**config.mk**
```make
export PLATFORM = sky130hd
export DESIGN_NAME = branch_predictor
export DESIGN_NICKNAME = d
export VERILOG_FILES = /design/src/rtl/branch_predictor.sv
export SDC_FILE = /design/constraint.sdc
export NUM_CORES = 1
export LEC_CHECK = 0
export BUFFER_PORTS_ARGS = -buffer_cell sky130_fd_sc_hd__buf_2
export CAP_MARGIN = 20
export CORE_ASPECT_RATIO = 1.25
export CORE_MARGIN = 5
export CORE_UTILIZATION = 35
export DETAILED_ROUTE_END_ITERATION = 10
export GPL_ROUTABILITY_DRIVEN = 0
export PLACE_DENSITY = 0.51
export SKIP_LAST_GASP = 1
export SLEW_MARGIN = 20
export SYNTH_ARGS = -nofsm -noshare
export SYNTH_HDL_FRONTEND = slang
export SYNTH_SLANG_ARGS = --single-unit
export TNS_END_PERCENT = 10
```
**constraint.sdc**
```tcl
create_clock -name clk -period 2.8 [get_ports clk]
set_input_delay 0 -clock clk [delete_from_list [all_inputs] [get_ports clk]]
set_output_delay 0 -clock clk [all_outputs]
set_load 0.005 [all_outputs]
```
**src/rtl/branch_predictor.sv**
```systemverilog
// branch_predictor: one-cycle bimodal predictor with saturating counters and PC+imm target.
// Define BPU_GSHARE_EN to XOR a global history register into the table index.
module branch_predictor #(
  parameter int XLEN     = 32,
  parameter int ENTRIES  = 64,
  parameter int CNT_BITS = 2,
  parameter int GHR_BITS = 6
) (
  input  logic            clk,
  input  logic            rst_n,
  input  logic            flush,
  input  logic            lookup_valid,
  input  logic [XLEN-1:0] lookup_pc,
  input  logic [XLEN-1:0] lookup_imm,
  input  logic            lookup_is_branch,
  input  logic            lookup_is_jump,
  output logic            pred_valid,
  output logic            pred_taken,
  output logic [XLEN-1:0] pred_target,
  input  logic            upd_valid,
  input  logic [XLEN-1:0] upd_pc,
  input  logic            upd_taken
);
  localparam int IDX_W = $clog2(ENTRIES);
  localparam logic [CNT_BITS-1:0] CNT_WNT = {1'b0, {(CNT_BITS-1){1'b1}}};
  localparam logic [CNT_BITS-1:0] CNT_MAX = '1;
  logic [CNT_BITS-1:0] cnt_q [ENTRIES];
  logic [CNT_BITS-1:0] cnt_d [ENTRIES];
  logic [IDX_W-1:0] lk_idx, up_idx;
  logic pred_valid_q, pred_valid_d, pred_taken_q, pred_taken_d;
  logic [XLEN-1:0] pred_target_q, pred_target_d;
`ifdef BPU_GSHARE_EN
  logic [GHR_BITS-1:0] ghr_q, ghr_d;
  assign lk_idx = lookup_pc[IDX_W+1:2] ^ IDX_W'(ghr_q);
  assign up_idx = upd_pc[IDX_W+1:2] ^ IDX_W'(ghr_q);
  always_comb ghr_d = upd_valid ? GHR_BITS'({ghr_q, upd_taken}) : ghr_q;
  always_ff @(posedge clk or negedge rst_n)
    if (!rst_n) ghr_q <= '0;
    else ghr_q <= ghr_d;
`else
  assign lk_idx = lookup_pc[IDX_W+1:2];
  assign up_idx = upd_pc[IDX_W+1:2];
`endif
  // Prediction reads cnt_q, so a same-cycle update to the same entry is not yet visible.
  always_comb begin
    cnt_d = cnt_q;
    if (upd_valid)
      cnt_d[up_idx] = upd_taken ? (cnt_q[up_idx] == CNT_MAX ? CNT_MAX : cnt_q[up_idx] + 1'b1)
                                : (cnt_q[up_idx] == '0 ? '0 : cnt_q[up_idx] - 1'b1);
    pred_valid_d  = lookup_valid & ~flush;
    pred_taken_d  = pred_valid_d & (lookup_is_jump | (lookup_is_branch & cnt_q[lk_idx][CNT_BITS-1]));
    pred_target_d = (pred_valid_d & (lookup_is_jump | lookup_is_branch)) ? lookup_pc + lookup_imm : '0;
  end
  always_ff @(posedge clk or negedge rst_n)
    if (!rst_n) begin
      pred_valid_q  <= 1'b0;
      pred_taken_q  <= 1'b0;
      pred_target_q <= '0;
      for (int i = 0; i < ENTRIES; i++) cnt_q[i] <= CNT_WNT;
    end else begin
      pred_valid_q  <= pred_valid_d;
      pred_taken_q  <= pred_taken_d;
      pred_target_q <= pred_target_d;
      cnt_q         <= cnt_d;
    end
  assign pred_valid  = pred_valid_q;
  assign pred_taken  = pred_taken_q;
  assign pred_target = pred_target_q;
endmodule
```
==> metrics, run 1 <==
Slew Limit Headroom 0.3746; outcome complete, no violations; total power between 6 and 7 mW; worst hold-check path type input port to register; Initial Utilization 0.3524; CP Class input port to register; Flop pwr share 0.431; Setup-failing EPs final 0; clock buffer count from CTS 17; CP required around 3.2 ns; CTS max path bufs 2; drt first pass iters 5; syn avg cell area between 10 and 15 µm²; Max Cap Violations 0; dpl cells about 1300; via count roughly 7300; Area Overhead vs Synth 19.49%; r2r startpoint cnt_q[18]$_DFFE_PN1P_; Die W about 160 µm; Sw Pwr 1.883 mW; Least-Margin Pin Slew 0.9380 ns; Final ANT Viol Nets 0; Worst-Skew Late Latency ~0.44 ns; core box area ~27000 µm²; Synth cell types 66; vias in the first global route slightly below 8000; P_leak ~5.2 nW; Sink Count between 150 and 200; Startpoint Class input port; synth top area cells dfrtp_1 (25%), dfstp_2 (17%), mux2_2 (13%), mux4_2 (6.8%), ha_1 (4.0%); fin cells about 1400; final period utilization 0.9787; postcts setup bufs 0; std cell rows 68; number of synthesized register bits about 160; H-tree levels 4; DRC errors left 0; HP Start lookup_imm[2]; RSZ-0062 raised after global routing true; internal power 4.854 mW; I/O pins around 140; P per Cell Area approximately 580 nW/µm²; CP startpoint lookup_imm[0]; clock share of power 0.361; WHS roughly 0.028 ns; clock skew 0.01152 ns; first-pass GRT wire length between 40 and 50 mm; CTS tree yes; top cell types by occurrence after synthesis mux2_2 (111), dfrtp_1 (98), nor2_1 (84); Root Buffer clkbuf_16; Overflow after GRT 0; crit-path max FO 3; Final Hold Fails 0; fmax around 0.36 GHz; ys async rst share 1.000; DR iter-0 viols between 400 and 500; mapped cell area a little under 10000 µm²; # nets final between 1000 and 1500; hpwl dp just over 20 mm; vias per cell 5.420; register area share after synthesis 0.4282; switching part of the total 0.2795; Arrival @ worst endpoint about 3.1 ns; drt total wl 27.62 mm; dominant synthesized flop cell dfrtp_1; initial antenna violation count 0; Post-Syn Instances 846; minimum clock period approximately 2.7 ns; syn_nets a little under 1000; combinational power share 0.208; Antenna Cells 0; Ys Warns 0; count of input and output buffers 111; Post-synth EDFFs 0; Slew Limit Fails 0; routed len/inst 20.44 µm; Yosys top cell area share 0.2540; Reg clk slew, reported paths roughly 0.060 ns; die area 31030 µm²; final core occ 0.4211; pin count of the biggest net entering global routing 97; layout cell share with drive strength beyond 1 0.4246; Synth area leader dfrtp_1; most common cell in the synthesized netlist mux2_2; Crit. End Element register; gr usage total 0.1788; setup_tns 0 ns; Max VDD drop roughly 0.26 mV; die height 195.7 µm
==> flip-flops by register name (all words and copies together) (netlist names) <==
signal and count:
cnt_q 128, pred_target 32, pred_taken 1, pred_valid 1
==> cell usage in the layout, fill, tap and decap left out, drive strengths merged, types with 6 or more instances in the layout <==
| cell type | synthesis | layout |
|---|---|---|
| a211oi | 6 | 6 |
| a21o | 15 | 15 |
| a21oi | 41 | 41 |
| a221oi | 11 | 11 |
| a22oi | 12 | 12 |
| a32oi | 8 | 8 |
| and2 | 6 | 6 |
| buf | 34 | 161 |
| clkbuf | 14 | 21 |
| dfrtp | 98 | 98 |
| dfstp | 64 | 64 |
| dlygate4sd3 | 0 | 10 |
| ha | 31 | 31 |
| inv | 13 | 15 |
| mux2 | 132 | 132 |
| mux2i | 15 | 15 |
| mux4 | 29 | 29 |
| nand2 | 60 | 60 |
| nand2b | 9 | 9 |
| nand3 | 16 | 16 |
| nor2 | 84 | 84 |
| nor2b | 7 | 7 |
| nor3 | 8 | 8 |
| o21a | 7 | 7 |
| o21ai | 35 | 35 |
| xnor2 | 9 | 9 |
| xor2 | 10 | 10 |
==> stage by stage <==
step           setup WS (ns)  instance area (µm²)
2_1_floorplan         0.5127                 9654
3_3_place_gp         0.06052                10820
3_5_place_dp         0.03550                10820
4_1_cts              0.03365                11530
5_1_grt             -0.09610                11540
6_report             0.05974                11540
==> power by group through the flow <==
stage / Clock (mW) / Combinational, mW / Sequential, mW
2_1_floorplan: 0 / 0.969 / 2.88
5_1_grt: 2.58 / 1.54 / 2.93
3_3_place_gp: 0 / 1.38 / 2.94
3_5_place_dp: 0 / 1.39 / 2.94
4_1_cts: 2.49 / 1.41 / 2.90
6_report: 2.43 / 1.40 / 2.90
==> area by class of cell <==
cell class / instances / area, µm²
clock buffer: 21 / 481.7
tap: 350 / 437.9
fill: 2673 / 15860
timing repair buffer: 171 / 1150
clock inverter: 11 / 125.1
inverter: 13 / 48.80
multi-input combinational: 623 / 5159
sequential: 162 / 4134
==> worst max-delay path, cell delays in order <==
cell	delay [ns]
dlygate4sd3_1	0.52
buf_2	0.10
ha_1	0.22
inv_1	0.07
fa_1	0.43
nand2b_1	0.19
a21oi_1	0.25
o211a_1	0.24
nor2_1	0.09
a21oi_1	0.21
a2111oi_0	0.19
or4_1	0.50
nand3_1	0.08
==> routing by layer <==
metal / global-route usage / routed length [µm] / share of wire
met1: 0.2291 / 11930 / 0.43
met2: 0.3055 / 13640 / 0.49
met3: 0.03133 / 1425 / 0.052
met4: 0.05531 / 620 / 0.022
met5: 0 / 0 / 0
==> repair_timing <==
item | 4_1_cts | 5_1_grt
resized for setup | 0 | 1
setup endpoints to repair | 0 | 3
endpoints found under the hold margin | 69 | 0
hold buffers | 10 | 0
==> kinds of logic (layout without fill, tap and decap cells) <==
kind of cell / after synthesis / in the layout / synth area share
adder cells (fa/ha/maj): 34 / 34 / 0.04510
flip-flops: 162 / 162 / 0.4282
AND/OR/NAND/NOR: 224 / 224 / 0.1085
multiplexers: 176 / 176 / 0.2453
XOR/XNOR: 19 / 19 / 0.01724
buffers and inverters: 61 / 216 / 0.03862
AO/OA/AOI/OAI: 170 / 170 / 0.1170
==> final timing paths <==
| check | cells past startpoint | slack, ns | endpoint |
|---|---|---|---|
| setup / recovery | 13 | 0.06 | pred_target[28]$_DFF_PN0_ |
| hold / removal | 4 | 0.03 | pred_target[2]$_DFF_PN0_ |
| setup reg to reg | 8 | 0.25 | cnt_q[7]$_DFFE_PN0P_ |
| hold reg to reg | 1 | 0.53 | cnt_q[77]$_DFFE_PN0P_ |
| max in group asynchronous | 3 | 1.79 | cnt_q[94]$_DFFE_PN1P_ |
| min in group asynchronous | 2 | 0.22 | pred_target[4]$_DFF_PN0_ |
Power figures use the tool's default switching activity.
==> run 2: changes to the inputs <==
--- a/config.mk
+++ b/config.mk
@@ -5,6 +5,7 @@
 export SDC_FILE = /design/constraint.sdc
 export NUM_CORES = 1
 export LEC_CHECK = 0
+export ABC_AREA = 1
 export BUFFER_PORTS_ARGS = -buffer_cell sky130_fd_sc_hd__buf_2
 export CAP_MARGIN = 20
 export CORE_ASPECT_RATIO = 1.25
==> metrics, run 2 <==
Worst-Skew Late Latency 0.44 ns (about the same); layout cell share with drive strength beyond 1 0.1405 (-0.2841); post-synthesis simple-gate area fraction 0.3425 (+0.2341); internal power 5.086 mW (+4.8%); crit-path max FO 5 (+2); I/O pins 138 (unchanged); Antenna Cells 0 (unchanged); final period utilization 0.8198 (-0.1589); Post-Syn Instances 1586 (+87%); via count 10456 (+43%); Final WS setup 0.5046 ns (+0.4449 ns); top cell types by occurrence after synthesis nand2_1 (535), inv_1 (229), nand3_1 (149); total power 7.245 mW (+7.5%); vias in the first global route 10642 (+38%); number of synthesized register bits 162 (unchanged); gr usage total 0.2076 (+0.02881); max reg flops 128 (unchanged); Max Cap Violations 0 (unchanged); Multi-input gate area 5258 µm² (+1.9%); core box area 30030 µm² (+9.6%); syn avg cell area 6.693 µm² (-41%); Least-Margin Pin Slew 0.8874 ns (-0.05064 ns); Post-synth EDFFs 0 (unchanged); outcome complete, no violations; Final ANT Viol Nets 0 (unchanged); Flop pwr share 0.397 (-0.034); routed len/inst 16.25 µm (-20%); CP Class input port to register; Post-Synth Adder-Cell Area 0.03843 (-0.006676); Final Hold Fails 0 (unchanged); syn_nets 1722 (+75%); compound-gate portion of the synthesized area 0.1086 (-0.008472); dominant synthesized flop cell dfrtp_1; Reg clk slew, reported paths 0.07 ns (about the same); Setup-failing EPs final 0 (unchanged); worst hold-check path type input port to register; Synth area leader dfrtp_1; # nets final 1867 (+66%); Synth cell types 35 (-47%); fmax 0.4357 GHz (+19%); Post-DP Area 11590 µm² (+7.1%); Arrival @ worst endpoint 2.63 ns (-0.48 ns); hpwl dp 24.57 mm (+22%); die height 204.7 µm (+4.6%); H-tree levels 4 (unchanged); minimum clock period 2.295 ns (-0.4449 ns); Top reg by flops cnt_q; vias per cell 4.875 (-10%); RSZ-0062 raised after global routing false; mapped cell area 10620 µm² (+10%); switching part of the total 0.2979 (+0.01846); ys async rst share 1.000 (unchanged); dpl cells 2074 (+58%); std cell rows 71 (+4.4%); clock buffer count from CTS 17 (unchanged); Slew Limit Headroom 0.4044 (+0.02979); most common cell in the synthesized netlist nand2_1; most frequent cells in the layout nand2_1 (535), inv_1 (229), nand3_1 (149); first-pass GRT wire length 55.83 mm (+30%); Post-Synth XOR/XNOR Area 0.005776 (-0.01146); Crit. End Element register; Filler cells 3225 (+21%); post-placement setup slack 0.6035 ns (+0.5680 ns); mux contribution to synthesized area 0 (-0.2453); P_leak 6.349 nW (+23%); main combinational cell family by area after synthesis simple AND/OR/NAND/NOR gates; clock skew 0.01248 ns (+0.0009600 ns); fin cells 2145 (+59%); register area share after synthesis 0.3894 (-0.03876); clock share of power 0.393 (+0.032); final core occ 0.4226 (+0.001496); initial antenna violation count 0 (unchanged); WHS 0.01753 ns (-0.01050 ns); Initial Utilization 0.3535 (+0.001136); CP required 3.13 ns (-0.04 ns); count of input and output buffers 111 (unchanged); combinational power share 0.210 (+0.002); Die W 165.8 µm (+4.6%); pin count of the biggest net entering global routing 83 (-14%); Startpoint Class input port; fin area 12690 µm² (+10%); P per Cell Area 571.0 nW/µm² (-2.2%); DR iter-0 viols 501 (+20%); CTS tree yes; CTS max path bufs 2 (unchanged); sequential cell area 4134 µm² (unchanged); DRC errors left 0 (unchanged); Root Buffer clkbuf_16; Sw Pwr 2.158 mW (+15%); Sink Count 162 (unchanged); Ys Warns 0 (unchanged); Area Overhead vs Synth 19.53% (about the same); drt total wl 34.86 mm (+26%); Yosys top cell area share 0.2310 (-0.02299); Overflow after GRT 0 (unchanged); Slew Limit Fails 0 (unchanged); CTS resizes 0 (unchanged); commonest non-fill, non-tap cell in the layout nand2_1; die area 33930 µm² (+9.4%); drt first pass iters 5 (unchanged); Max VDD drop 0.2924 mV (+11%); synth top area cells dfrtp_1 (23%), nand2_1 (19%), dfstp_2 (16%), inv_1 (8.1%), nand3_1 (7.0%); setup_tns 0 ns (unchanged)
[run 2: worst paths after layout]
kind	start	end	slack (ns)	cells past startpoint
worst max-delay path	lookup_imm[9]	pred_target[29]$_DFF_PN0_	0.50	13
worst min-delay path	lookup_imm[22]	pred_target[22]$_DFF_PN0_	0.02	3
worst max register to register	cnt_q[89]$_DFFE_PN0P_	pred_taken$_DFF_PN0_	0.63	11
worst min register to register	cnt_q[90]$_DFFE_PN1P_	cnt_q[90]$_DFFE_PN1P_	0.46	2
max in group asynchronous	rst_n	cnt_q[0]$_DFFE_PN1P_	1.65	3
min in group asynchronous	rst_n	cnt_q[87]$_DFFE_PN0P_	0.21	2
[run 2: what timing repair did]
item | in CTS | in global routing
hold buffers | 39 | 0
setup buffers | 0 | 0
endpoints found under the hold margin | 65 | 0
[run 2: worst max-delay path, cell delays in order]
cell,delay [ns]
dlygate4sd3_1,0.52
buf_2,0.12
ha_1,0.35
nand2_1,0.13
nor2_1,0.11
buf_4,0.15
nand3_1,0.07
o21ai_0,0.51
nand2_1,0.15
o21ai_0,0.33
nand2_1,0.09
nand2_1,0.07
nor2_1,0.04
[run 2: cells by family (layout without fill, tap and decap cells)]
group | Yosys count | count (layout)
AOI/OAI and AO/OA | 218 | 218
xor gates and xnor gates | 7 | 7
adders and majority gates | 32 | 32
buffers and inverters | 282 | 440
DFF | 162 | 162
and+or+nand+nor | 885 | 885
[run 2: cell type report]
type,instances,area share
Clock buffer,20,0.03599
Clock inverter,12,0.01972
Inverter,230,0.06804
Multi-Input combinational cell,1142,0.4144
Sequential cell,162,0.3258
Tap cell,401,0.03954
Timing Repair Buffer,178,0.09654
[run 2: power groups by stage]
stage	clock network, mW	registers [mW]	logic (mW)
floorplan	0	2.87	0.986
global placement	0	2.91	1.45
detailed placement	0	2.91	1.47
CTS	2.91	2.88	1.53
global route	3.00	2.91	1.73
finish	2.85	2.88	1.52
[run 2: per-layer routing]
metal  global-route usage  routed length, µm
met1               0.2463              14480
met2               0.3745              17510
met3              0.03455               1681
met4              0.08252               1186
met5                    0                  0
==> run 3: changes to the inputs <==
==> constraint.sdc (replaced) <==
create_clock -name clk -period 2.4 [get_ports clk]
set_input_delay 0 -clock clk [delete_from_list [all_inputs] [get_ports clk]]
set_output_delay 0 -clock clk [all_outputs]
set_load 0.005 [all_outputs]
==> metrics, run 3 (synthesized netlist as in run 2, its figures left out) <==
CP Class register to register; worst hold-check path type input port to register; DR iter-0 viols 584 (+17%); drt total wl 35.27 mm (+1.2%); count of input and output buffers 111 (unchanged); Max Cap Violations 0 (unchanged); Slew Limit Fails 0 (unchanged); drt first pass iters 5 (unchanged); most frequent cells in the layout nand2_1 (535), inv_1 (229), nand3_1 (149); final period utilization 0.9087; Sink Count 162 (unchanged); first-pass GRT wire length 57.44 mm (+2.9%); pin count of the biggest net entering global routing 65 (-22%); Hold Crit Depth 4 (+1); commonest non-fill, non-tap cell in the layout nand2_1; Root Buffer clkbuf_16; reg2reg path depth 11 (unchanged); Antenna Cells 0 (unchanged); max reg flops 128 (unchanged); Die W 165.8 µm (unchanged); clock buffer count from CTS 17 (unchanged); Max VDD drop 0.3667 mV (+25%); Arrival @ worst endpoint 2.56 ns (-0.07 ns); Startpoint Class register; clock skew 0.01440 ns (+0.001912 ns); Crit. End Element register; core box area 30030 µm² (unchanged); layout cell share with drive strength beyond 1 0.1390 (-0.001466); CTS tree yes; I/O pins 138 (unchanged); initial antenna violation count 0 (unchanged); Initial Utilization 0.3535 (unchanged); die area 33930 µm² (unchanged); DRC errors left 0 (unchanged); gr usage total 0.2126 (+0.005013); Reg clk slew, reported paths 0.07 ns (about the same); # nets final 1871 (+0.21%); via count 10490 (+0.33%); postcts setup bufs 0 (unchanged); Area Overhead vs Synth 20.00%; Setup-failing EPs final 0 (unchanged); WHS 0.01729 ns (-0.0002410 ns); vias in the first global route 10648 (+0.056%); Top reg by flops cnt_q; vias per cell 4.881 (+0.14%); Slew Limit Headroom 0.4366 (+0.03221); CTS max path bufs 2 (unchanged); routed len/inst 16.41 µm (+0.98%); H-tree levels 4 (unchanged); minimum clock period approximately 2.2 ns; Least-Margin Pin Slew 0.8441 ns (-0.04329 ns); RSZ-0062 raised after global routing true; fmax around 0.46 GHz; Overflow after GRT 0 (unchanged); crit-path max FO 2 (-3); P_leak 6.360 nW (+0.18%); final core occ 0.4242 (+0.001667); die height 204.7 µm (unchanged); outcome complete, no violations; hpwl dp 24.84 mm (+1.1%); std cell rows 71 (unchanged); Final ANT Viol Nets 0 (unchanged); CP required 2.78 ns (-0.35 ns); Final Hold Fails 0 (unchanged); Worst-Skew Late Latency 0.44 ns (about the same); setup_tns 0 ns (unchanged); P per Cell Area 645.1 nW/µm² (+13%)
==> run 3: cell count changes in the layout (fill, tap and decap cells not counted), sizes merged <==
cell / previous run / this run
bufinv: 7 / 5
clkbuf: 20 / 22
inv: 232 / 230
dlygate4sd3: 39 / 43
clkinvlp: 0 / 2
==> run 3: metal layers <==
| metal | part of all wire | track usage | up-vias | wire, µm |
|---|---|---|---|---|
| met1 | 0.43 | 0.2562 | 4895 | 15030 |
| met5 | 0 | 0 | - | 0 |
| li1 | - | - | 5279 | - |
| met4 | 0.023 | 0.06720 | 0 | 828 |
| met3 | 0.042 | 0.03050 | 44 | 1492 |
| met2 | 0.51 | 0.3911 | 272 | 17920 |
==> run 3: final timing paths <==
| path | startpoint | endpoint | slack (ns) |
|---|---|---|---|
| setup / recovery | cnt_q[59]$_DFFE_PN0P_ | pred_taken$_DFF_PN0_ | 0.22 |
| max in group asynchronous | rst_n | cnt_q[114]$_DFFE_PN1P_ | 1.40 |
| min in group asynchronous | rst_n | cnt_q[85]$_DFFE_PN0P_ | 0.11 |
| hold reg to reg | cnt_q[90]$_DFFE_PN1P_ | cnt_q[90]$_DFFE_PN1P_ | 0.46 |
| hold / removal | lookup_imm[15] | pred_target[15]$_DFF_PN0_ | 0.02 |
| setup reg to reg | cnt_q[59]$_DFFE_PN0P_ | pred_taken$_DFF_PN0_ | 0.22 |
==> run 3: timing repair <==
item                                    in CTS  in global routing
resized for setup                            0                  1
hold endpoints to repair                    94                  0
hold buffers                                43                  0
endpoints found under the setup margin       0                  2
==> run 3: cell type report <==
| cell class | count | area [µm²] |
|---|---|---|
| timing repair buffer | 182 | 1340 |
| clock buffer | 22 | 454.2 |
| multi-input combinational | 1142 | 5261 |
| tap | 401 | 501.7 |
| inverter | 230 | 863.3 |
| fill | 3207 | 17290 |
| clock inverter | 10 | 183.9 |
| sequential | 162 | 4134 |
==> run 3: report_power, final <==
part | internal, mW | switching [mW]
Clock | 1.87 | 1.18
Sequential | 3.17 | 0.182
Combinational | 0.659 | 1.15
Total | 5.71 | 2.51
==> run 3: stage by stage <==
step	setup WS [ns]	std cells	cell area (µm²)	total power, mW
after floorplan	0.5265	1586	10620	4.499
after global placement	0.2863	2074	11670	5.121
after detailed placement	0.2553	2074	11670	5.138
after CTS	0.1867	2149	12730	8.295
after global routing	-0.03768	2149	12740	8.680
final	0.2192	2149	12740	8.218
==> run 3: critical path, cell delays in order (launching register included) <==
cell and delay [ns]:
dfrtp_1 0.35, inv_1 0.06, o21ai_0 0.45, nand3_1 0.13
nand3_1 0.16, nand2_1 0.09, nand2_1 0.07, nand3_1 0.07
nand3b_1 0.08, dlygate4sd3_1 0.55, nand2_1 0.05, inv_1 0.08
